[config.mk]
export PLATFORM = sky130hd
export DESIGN_NAME = vmx_axis_result_tx
export DESIGN_NICKNAME = d
export VERILOG_FILES = /design/src/rtl/vmx_axis_pkg.sv /design/src/rtl/vmx_skid_buf2.sv /design/src/rtl/vmx_axis_result_tx.sv
export SDC_FILE = /design/constraint.sdc
export NUM_CORES = 1
export LEC_CHECK = 0
export CELL_PAD_IN_SITES_DETAIL_PLACEMENT = 1
export CELL_PAD_IN_SITES_GLOBAL_PLACEMENT = 2
export CORE_ASPECT_RATIO = 1.5
export CORE_UTILIZATION = 31
export DETAILED_ROUTE_END_ITERATION = 10
export PLACE_DENSITY_LB_ADDON = 0.2
export SLEW_MARGIN = 0
export SYNTH_ARGS = -nofsm -noshare
export SYNTH_HDL_FRONTEND = slang
export SYNTH_HIERARCHICAL = 1
export SYNTH_SLANG_ARGS = --single-unit
[constraint.sdc]
create_clock -name CLK -period 2.82 [get_ports CLK]
set_clock_uncertainty 0.05 [all_clocks]
set_input_delay 0.564 -clock CLK [delete_from_list [all_inputs] [get_ports CLK]]
set_output_delay 0.564 -clock CLK [all_outputs]
set_load 0.05 [all_outputs]
[src/rtl/vmx_axis_pkg.sv]
// ---------------------------------------------------------------------------
// vmx_axis_pkg
// Shared definitions for the outbound result stream transmitter:
//   - state_t         : transmitter FSM encoding (IDLE / RUN / FLUSH)
//   - TSTRB_ALL_ONES  : all-ones byte strobe, sliced to the stream width
// ---------------------------------------------------------------------------
package vmx_axis_pkg;

    typedef enum logic [1:0] {
        ST_IDLE  = 2'd0,
        ST_RUN   = 2'd1,
        ST_FLUSH = 2'd2
    } state_t;

    // Wide enough for a 1024-bit stream; the top slices off what it needs.
    localparam int                        MAX_STRB_WIDTH = 128;
    localparam logic [MAX_STRB_WIDTH-1:0] TSTRB_ALL_ONES = '1;

endpackage

[src/rtl/vmx_skid_buf2.sv]
// ---------------------------------------------------------------------------
// vmx_skid_buf2
// Two-entry FIFO carrying {data, last}. Head is presented registered so the
// stream outputs stay stable while the consumer stalls.
// Ports:
//   clk, rst    : clock, synchronous active-high reset (clears storage too)
//   clr         : synchronous clear of pointers/occupancy (new packet)
//   push        : write push_data/push_last at the tail
//   pop         : retire the head entry
//   head_data   : data of the head entry
//   head_last   : last flag of the head entry
//   occ         : number of buffered entries (0..2)
// ---------------------------------------------------------------------------
module vmx_skid_buf2 #(
    parameter int DATA_WIDTH = 32
) (
    input  logic                  clk,
    input  logic                  rst,
    input  logic                  clr,
    input  logic                  push,
    input  logic [DATA_WIDTH-1:0] push_data,
    input  logic                  push_last,
    input  logic                  pop,
    output logic [DATA_WIDTH-1:0] head_data,
    output logic                  head_last,
    output logic [1:0]            occ
);

    logic [DATA_WIDTH-1:0] data_mem [2];
    logic [1:0]            last_mem;
    logic                  wr_ptr;
    logic                  rd_ptr;
    logic                  do_push;
    logic                  do_pop;

    // A push into a full buffer is only legal when the head leaves the same cycle.
    assign do_push = push & ((occ != 2'd2) | pop);
    assign do_pop  = pop & (occ != 2'd0);

    always_ff @(posedge clk) begin
        if (rst) begin
            // NOTE: the storage is reset as well so the head (and hence the
            // stream data/last outputs) read zero straight out of reset.
            for (int i = 0; i < 2; i++) begin
                data_mem[i] <= '0;
            end
            last_mem <= '0;
            wr_ptr   <= 1'b0;
            rd_ptr   <= 1'b0;
            occ      <= 2'd0;
        end else if (clr) begin
            wr_ptr <= 1'b0;
            rd_ptr <= 1'b0;
            occ    <= 2'd0;
        end else begin
            if (do_push) begin
                data_mem[wr_ptr] <= push_data;
                last_mem[wr_ptr] <= push_last;
                wr_ptr           <= ~wr_ptr;
            end
            if (do_pop) begin
                rd_ptr <= ~rd_ptr;
            end
            // Simultaneous push and pop leaves the occupancy unchanged.
            case ({do_push, do_pop})
                2'b10:   occ <= occ + 2'd1;
                2'b01:   occ <= occ - 2'd1;
                default: occ <= occ;
            endcase
        end
    end

    assign head_data = data_mem[rd_ptr];
    assign head_last = last_mem[rd_ptr];

endmodule

[src/rtl/vmx_axis_result_tx.sv]
// ---------------------------------------------------------------------------
// vmx_axis_result_tx
// AXI4-Stream master that drains engine result words from a util_FIFO and
// sends them as packets of a software-programmed length, TLAST on the final
// beat. A 2-entry output buffer plus read-credit logic gives full rate while
// never over-reading the FIFO when the downstream stalls.
// Ports:
//   CLK, RST        : clock, synchronous active-high reset
//   START, PKT_LEN  : start one packet of PKT_LEN beats (PKT_LEN sampled on START)
//   BUSY, DONE      : packet in progress / 1-cycle completion pulse
//   BEAT_CNT        : beats handshaked in the current/last packet
//   FIFO_DATA       : util_FIFO dout, valid the cycle after FIFO_RDEN
//   FIFO_EMPTY      : util_FIFO empty flag
//   FIFO_RDEN       : util_FIFO read enable
//   M_AXIS_*        : outbound stream (TVALID/TDATA/TSTRB/TLAST/TREADY)
// ---------------------------------------------------------------------------
module vmx_axis_result_tx
    import vmx_axis_pkg::*;
#(
    parameter int C_M_AXIS_TDATA_WIDTH = 32,
    parameter int C_PKT_LEN_WIDTH      = 16
) (
    input  logic                              CLK,
    input  logic                              RST,
    input  logic                              START,
    input  logic [C_PKT_LEN_WIDTH-1:0]        PKT_LEN,
    output logic                              BUSY,
    output logic                              DONE,
    output logic [C_PKT_LEN_WIDTH-1:0]        BEAT_CNT,
    input  logic [C_M_AXIS_TDATA_WIDTH-1:0]   FIFO_DATA,
    input  logic                              FIFO_EMPTY,
    output logic                              FIFO_RDEN,
    output logic                              M_AXIS_TVALID,
    output logic [C_M_AXIS_TDATA_WIDTH-1:0]   M_AXIS_TDATA,
    output logic [C_M_AXIS_TDATA_WIDTH/8-1:0] M_AXIS_TSTRB,
    output logic                              M_AXIS_TLAST,
    input  logic                              M_AXIS_TREADY
);

    localparam logic [C_PKT_LEN_WIDTH-1:0] LEN_ONE = {{(C_PKT_LEN_WIDTH-1){1'b0}}, 1'b1};

    state_t                     state;
    state_t                     state_next;
    logic [C_PKT_LEN_WIDTH-1:0] len_q;
    logic [C_PKT_LEN_WIDTH-1:0] req_cnt;
    logic [C_PKT_LEN_WIDTH-1:0] beat_cnt;
    logic                       infl;
    logic                       infl_last;
    logic                       done;
    logic [1:0]                 occ;
    logic                       pop;
    logic                       rden;
    logic                       start_ok;
    logic                       last_hs;
    logic                       credit_ok;
    logic                       buf_clr;

    assign pop      = M_AXIS_TVALID & M_AXIS_TREADY;
    assign last_hs  = pop & M_AXIS_TLAST;
    assign start_ok = START & (PKT_LEN != '0);
    assign buf_clr  = (state == ST_IDLE) & start_ok;

    // occ + infl - pop < 2, rearranged so the unsigned sum cannot underflow.
    // TREADY reaches FIFO_RDEN combinationally; that is what allows a new read
    // every cycle while the buffer is being drained at full rate.
    assign credit_ok = ({1'b0, occ} + {2'b00, infl}) < (3'd2 + {2'b00, pop});

    // ---------------------------------------------------------------- FSM
    always_ff @(posedge CLK) begin
        // NOTE: sequential state uses non-blocking assignments only, so every
        // flop samples the pre-edge values regardless of block ordering.
        if (RST) begin
            state <= ST_IDLE;
        end else begin
            state <= state_next;
        end
    end

    always_comb begin
        // NOTE: defaults first, so no path through the case leaves an output
        // unassigned and no latch is inferred.
        state_next = state;
        rden       = 1'b0;
        unique case (state)
            ST_IDLE: begin
                if (start_ok) begin
                    state_next = ST_RUN;
                end
            end
            ST_RUN: begin
                rden = ~FIFO_EMPTY & (req_cnt < len_q) & credit_ok;
                if (req_cnt == len_q) begin
                    state_next = ST_FLUSH;
                end
            end
            ST_FLUSH: begin
                if (last_hs) begin
                    state_next = ST_IDLE;
                end
            end
            default: state_next = ST_IDLE;
        endcase
    end

    // ------------------------------------------------- counters / pipeline
    always_ff @(posedge CLK) begin
        if (RST) begin
            len_q     <= '0;
            req_cnt   <= '0;
            beat_cnt  <= '0;
            infl      <= 1'b0;
            infl_last <= 1'b0;
            done      <= 1'b0;
        end else begin
            done      <= (state == ST_FLUSH) & last_hs;
            // The FIFO word shows up one cycle after the read, so the read and
            // its last-beat tag are carried alongside it for that cycle.
            infl      <= rden;
            infl_last <= rden & (req_cnt == len_q - LEN_ONE);
            if (buf_clr) begin
                len_q    <= PKT_LEN;
                req_cnt  <= '0;
                beat_cnt <= '0;
            end else begin
                if (rden) begin
                    req_cnt <= req_cnt + LEN_ONE;
                end
                if (pop) begin
                    beat_cnt <= beat_cnt + LEN_ONE;
                end
            end
        end
    end

    // ------------------------------------------------------ output buffer
    vmx_skid_buf2 #(
        .DATA_WIDTH (C_M_AXIS_TDATA_WIDTH)
    ) u_buf (
        .clk       (CLK),
        .rst       (RST),
        .clr       (buf_clr),
        .push      (infl),
        .push_data (FIFO_DATA),
        .push_last (infl_last),
        .pop       (pop),
        .head_data (M_AXIS_TDATA),
        .head_last (M_AXIS_TLAST),
        .occ       (occ)
    );

    assign M_AXIS_TVALID = (occ != 2'd0);
    assign M_AXIS_TSTRB  = TSTRB_ALL_ONES[C_M_AXIS_TDATA_WIDTH/8-1:0];
    assign FIFO_RDEN     = rden;
    assign BUSY          = (state != ST_IDLE);
    assign DONE          = done;
    assign BEAT_CNT      = beat_cnt;

endmodule
; After elaboration in Yosys (flattened, before gate mapping)
; Memory sizes are Yosys's and may differ from the RTL's. A register that Yosys moved wholly into a read port is not among the register bits.
; Index checks and enable logic that the tools add are counted.
[word_totals]
mem_bits_rw = 64
out_inout_bits = 57
inputBits = 53
mem_count = 1
reg_bits = 59
[classes]
n_reduce_logical = 10
eq_ne = 10
add_sub_neg = 7
order_cmp = 5
bitwise_logic = 15
n_mux = 22
[memory_table]
columns = memory, depth, width, rd, rd_ports_with_merged_regs, wr, line
row1 = u_buf.data_mem, 2, 32, 1, 1, 2, vmx_skid_buf2.sv:29  ; logic [DATA_WIDTH-1:0] data_mem [2];
[op_table]
columns = operator, n
row1 = "16-bit by 1-bit adder with 16-bit output, second input constant", 2
row2 = 16-bit equality test, 2
row3 = 32-bit 2-to-1 mux, 1
row4 = 32-bit OR reduction, 1
row5 = 16-bit < comparator, 1
row6 = 16-bit nonzero test, 1
row7 = "16-bit by 1-bit subtractor with 16-bit output, second input constant", 1
row8 = 1-bit 2-to-1 mux, 14
row9 = 1-bit bitwise AND, 10
row10 = "2-bit != test, second input constant", 4
row11 = 2-bit 2-to-1 mux, 3
row12 = 2-bit case mux with 3 select lines, 1
row13 = 2-bit nonzero test, 3
row14 = "2-bit by 1-bit equality test with 1-bit output, second input constant", 2
row15 = "2-bit equality test, second input constant", 2
row16 = "1-bit by 2-bit < comparator with 1-bit output, second input constant", 2
row17 = 1-bit NOT, 4
row18 = 2-bit case mux with 2 select lines, 1
row19 = 2-bit by 1-bit adder with 3-bit output, 1
row20 = "2-bit by 1-bit adder with 3-bit output, first input constant", 1
row21 = 3-bit < comparator, 1
row22 = 3-bit AND reduction, 1
row23 = "2-bit by 1-bit adder with 2-bit output, second input constant", 1
row24 = 2-bit bitwise mux, 1
row25 = 8 further kinds, 8

; Depth between registers and ports, before layout
[depth]
ltp_word = 10
ltp_mapped = 12

; Cells and area by module
; Netlist, hierarchy kept.
[modules_own_cells]
columns = module, cells_each, area_each_um2, seq_area_each_um2, instances
row1 = vmx_axis_result_tx, 385, 3244.4, 1061.0, 1
row2 = vmx_skid_buf2, 207, 3124.2, 2062.0, 1

; Least setup slack after synthesis
; No wires, ideal clock.
[synth_path]
path_kind = in2reg
start = input port PKT_LEN[2]
end = memory u_buf.data_mem[0][0], enable pin
path_buffers = 2
setup_ns = 0.375
arrival_time_ns = 2.551
path_stages = 8
path_slack_ns = -0.156
path_cell_list = nor4_1 -> nand4_1 -> nand3_1 -> buf_2 -> buf_2 -> inv_1 -> nor4b_1 -> or2_2
[synth_rtl]
columns = element, line
row1 = "start, declared", vmx_axis_result_tx.sv:26  ; input logic [C_PKT_LEN_WIDTH-1:0] PKT_LEN,
row2 = "end, declared", vmx_skid_buf2.sv:29

; Final worst setup path
[layout_path]
start = register req_cnt[15]
end = output port FIFO_RDEN
[layout_via]
elab_chain_len = 4
[layout_lines]
columns = element, line
row1 = "start, declared", vmx_axis_result_tx.sv:45  ; logic [C_PKT_LEN_WIDTH-1:0] req_cnt;
row2 = "start signal, assigned", vmx_axis_result_tx.sv:126  ; req_cnt <= req_cnt + LEN_ONE;
row3 = 16-bit < comparator, vmx_axis_result_tx.sv:91  ; rden = ~FIFO_EMPTY & (req_cnt < len_q) & credit_ok;
row4 = 1-bit bitwise AND (2 in a row), vmx_axis_result_tx.sv:91
row5 = 1-bit 2-to-1 mux, vmx_axis_result_tx.sv:84  ; unique case (state)
row6 = "end, declared", vmx_axis_result_tx.sv:32  ; output logic FIFO_RDEN,
; No other way between the ends.

==> impl_results.md <==
- Die height: 178 µm
- Synthesized flop and latch total: 124
- Failing checks: negative setup slack
- Total CTS buffers: 17
- Hold_sp: u_buf/last_mem[0]
- Async SR Flop Fraction: 0
- Distinct cells, synth: 62
- Sw frac: 0.278
- Dominant cells by area after synthesis: edfxtp_1 30%, dfxtp_1 19%, mux2_2 5.8%
- Power Internal: 0.00369 W
- Outcome: complete, but fails checks
- Hold Path Class: flop to flop
- Die ar.: 21100 µm²
- TritonRoute pass-1 iters: 4
- Mean post-synth cell area: 10.8 µm²
- Most common cell after layout, fill and taps aside: buf_4
- Worst Path Required: 2.21 ns
- Synth Instances: ~600
- Vias in the first global route: ~5.5k
- Hold endpoint: u_buf/last_mem[0]
- Sw power: 0.00142 W
- DR iter-0 viols: ~210
- Mapped cell area: 6370 µm²
- Net total in the final layout: 843
- Leak pwr: roughly 3.6 nW
- Max Slew Vio Count: 0
- Average wire per standard cell: about 17 µm
- Initial Utilization: 0.319
- Sink Count: between 100 and 150
- Area leader, netlist: edfxtp_1
- R2r worst-path depth: 10
- Post-Place Cell Area: 8580 µm²
- Dominant synthesized flop cell: edfxtp_1
- YS warnings: 6
- Pin count of the biggest net entering global routing: 33
- CTS tree: built
- Mean number of vias per cell: 4.84
- Crit path max fanout: 4
- Root Driver: clkbuf_16
- Crit Path Category: flop to primary output
- Post-synth EDFFs: 64
- CP Cell Sequence: ha_1 -> nand4_1 -> buf_4 -> nor2_1 -> o2bb2ai_1 -> or3_4 -> inv_4 -> buf_12
- PwrDens: 550 nW/µm²
- Initial antenna violation count: 0
- Slowest-stage cell, CP: dfxtp_1
- Routability congestion estimate from global placement: 0.824
- Max_cap viols: 0
- CTS max path bufs: 2
- Detail Route Antenna Nets: 0
- Clk_lat worst skew: 0.42 ns
- Worst Tran Pin Value: 0.556 ns
- Startpoint types: flop
- First-pass GRT wire length: ~28 mm
- Final instance area: 9280 µm²
- Crit Reg-Reg Startpoint: req_cnt[15]
- IO buf count: 105
- Comb pwr share: 0.208
- Routed WL: ~18 mm
- Residual DRC: 0
- IO Pins: 110
- Place WS: -0.246 ns
- R2R Setup Slk: roughly 0.1 ns
- Crit. End Element: primary output
- RSZ-0062 raised after global routing: true
- Final min period: 2.86 ns
- Worst EP arrival: roughly 2.2 ns
- Filler cells: 2134
- Worst R2R End: req_cnt[5]
- # hold bufs at CTS: 0
- Worst vdd ir: 0.000273 V
- Most frequent cells in the layout: 74 x buf_4, 72 x clkdlybuf4s50_1, 64 x edfxtp_1, 53 x dfxtp_1, 49 x nor2_1
- Layout cells sized above 1: 0.306
- Clock slew at reported path FFs: approximately 0.060 ns
- PnR Total Power: 0.00511 W
- Share of the synthesized area in the top cell type: 0.302
- Max_slew headroom: 0.628
- Register area share after synthesis: 0.490
- Antenna diode count: 0
- Finish-stage setup viols: 1
- Tcrit/Tclk final: 1.01
- Total Routing Usage GR: 0.178
- Vias: 5029
- Setup ws final: -0.0352 ns
- Sequential Power Share: 0.394
- GRT overflow: 0
- Detailed placement HPWL: 14.1 mm
- Layout overhead on the synthesized area: 45.7%
- Setup TNS: -0.0352 ns
- Die X: 119 µm
- Crit-path max cell delay: around 0.44 ns
- Max H-tree Level: 4
- Site row count: 63
- Clock Power Share: 0.398
- Top achievable clock speed: between 0.3 and 0.4 GHz
- Worst hold stages: 2
- Core footprint: 19900 µm²
- Final hold viol count: 0
Yosys cell counts, drive strengths merged, types with 4 or more instances:
library cell / number
and2: 67
nand3: 11
o21ai: 12
mux2: 33
nand4: 14
nor4: 8
nand2: 29
or3: 5
inv: 26
ha: 22
xor2: 12
xnor2: 31
dfxtp: 60
mux2i: 18
nor2: 49
nor3: 7
edfxtp: 64
and3: 6
o31ai: 10
or4: 12
nand2b: 4
clkbuf: 14
or2: 4
buf: 16
a21oi: 25
worst max-delay path: cells and delay by family (launching register included):
kind,cells,cell delay (ns)
buf+inv,3,0.35
fa+ha+maj,1,0.30
flops,1,0.44
compound gates,1,0.14
simple gates,3,0.60
repair_timing:
| action | CTS | global route |
|---|---|---|
| gates resized for setup | 20 | 9 |
| pin swaps | 4 | 3 |
| endpoints found under the hold margin | 0 | 0 |
| setup endpoints to repair | 1 | 7 |
| setup buffers | 3 | 0 |
area by class of cell:
cell class	count	area, µm²	area share
flip-flops and latches	124	3130	0.337
multi-input cells	414	3130	0.337
repair buffers	184	2040	0.219
clock buffers	17	425	0.0458
well taps	260	325	0.0350
clock inverters	14	124	0.0133
inverters	27	106	0.0115
stage by stage:
stage | utilization | hold WS [ns] | std cells
2_1_floorplan | - | 0.395 | 595
5_1_grt | 0.465 | 0.473 | 1040
3_5_place_dp | 0.430 | 0.434 | 1006
3_3_place_gp | 0.430 | 0.409 | 1006
4_1_cts | 0.464 | 0.440 | 1040
6_report | 0.465 | 0.439 | 1040
power groups by stage:
| stage | clock (W) | sequential (W) | combinational, W |
|---|---|---|---|
| 6_report | 0.00203 | 0.00201 | 0.00106 |
| 5_1_grt | 0.00215 | 0.00202 | 0.00114 |
| 4_1_cts | 0.00210 | 0.00201 | 0.00107 |
| 3_5_place_dp | 0 | 0.00205 | 0.00103 |
| 3_3_place_gp | 0 | 0.00204 | 0.00101 |
| 2_1_floorplan | 0 | 0.00205 | 0.000572 |
kinds of logic after synthesis:
logic type	Yosys count	synth area share
AOI/OAI and AO/OA	65	0.0652
xor gates and xnor gates	43	0.0591
adders and majority gates	22	0.0432
buffers and inverters	57	0.0409
DFF	124	0.490
muxes	51	0.0866
other	1	0.000589
and+or+nand+nor	229	0.214
registers in the layout, indices dropped and copies added (netlist names), named ones only:
name / count
u_buf/wr_ptr: 1
DONE: 1
BEAT_CNT: 16
u_buf/rd_ptr: 1
infl_last: 1
len_q: 16
req_cnt: 16
state: 2
u_buf/last_mem: 2
infl: 1
u_buf/occ: 2
u_buf/data_mem: 64
how the worst max path moves through the flow:
stage                            from                     to  slack [ns]  cells past startpoint
final                     req_cnt[15]              FIFO_RDEN       -0.04                      8
after global routing        len_q[10]              FIFO_RDEN       -0.14                      8
after CTS                   len_q[10]              FIFO_RDEN       -0.07                      8
after detailed placement  PKT_LEN[11]  u_buf/data_mem[1][22]       -0.25                     10
after global placement    PKT_LEN[11]  u_buf/data_mem[1][27]       -0.18                     10
after floorplan             len_q[14]              FIFO_RDEN        0.02                      9
per-layer routing:
| metal | vias up | routed length (µm) | global-route usage |
|---|---|---|---|
| met2 | 97 | 10800 | 0.371 |
| met5 | - | 0 | 0 |
| met4 | 0 | 480 | 0.0786 |
| met1 | 2457 | 6420 | 0.163 |
| li1 | 2442 | - | - |
| met3 | 33 | 434 | 0.0328 |
Power figures use the tool's default switching activity.
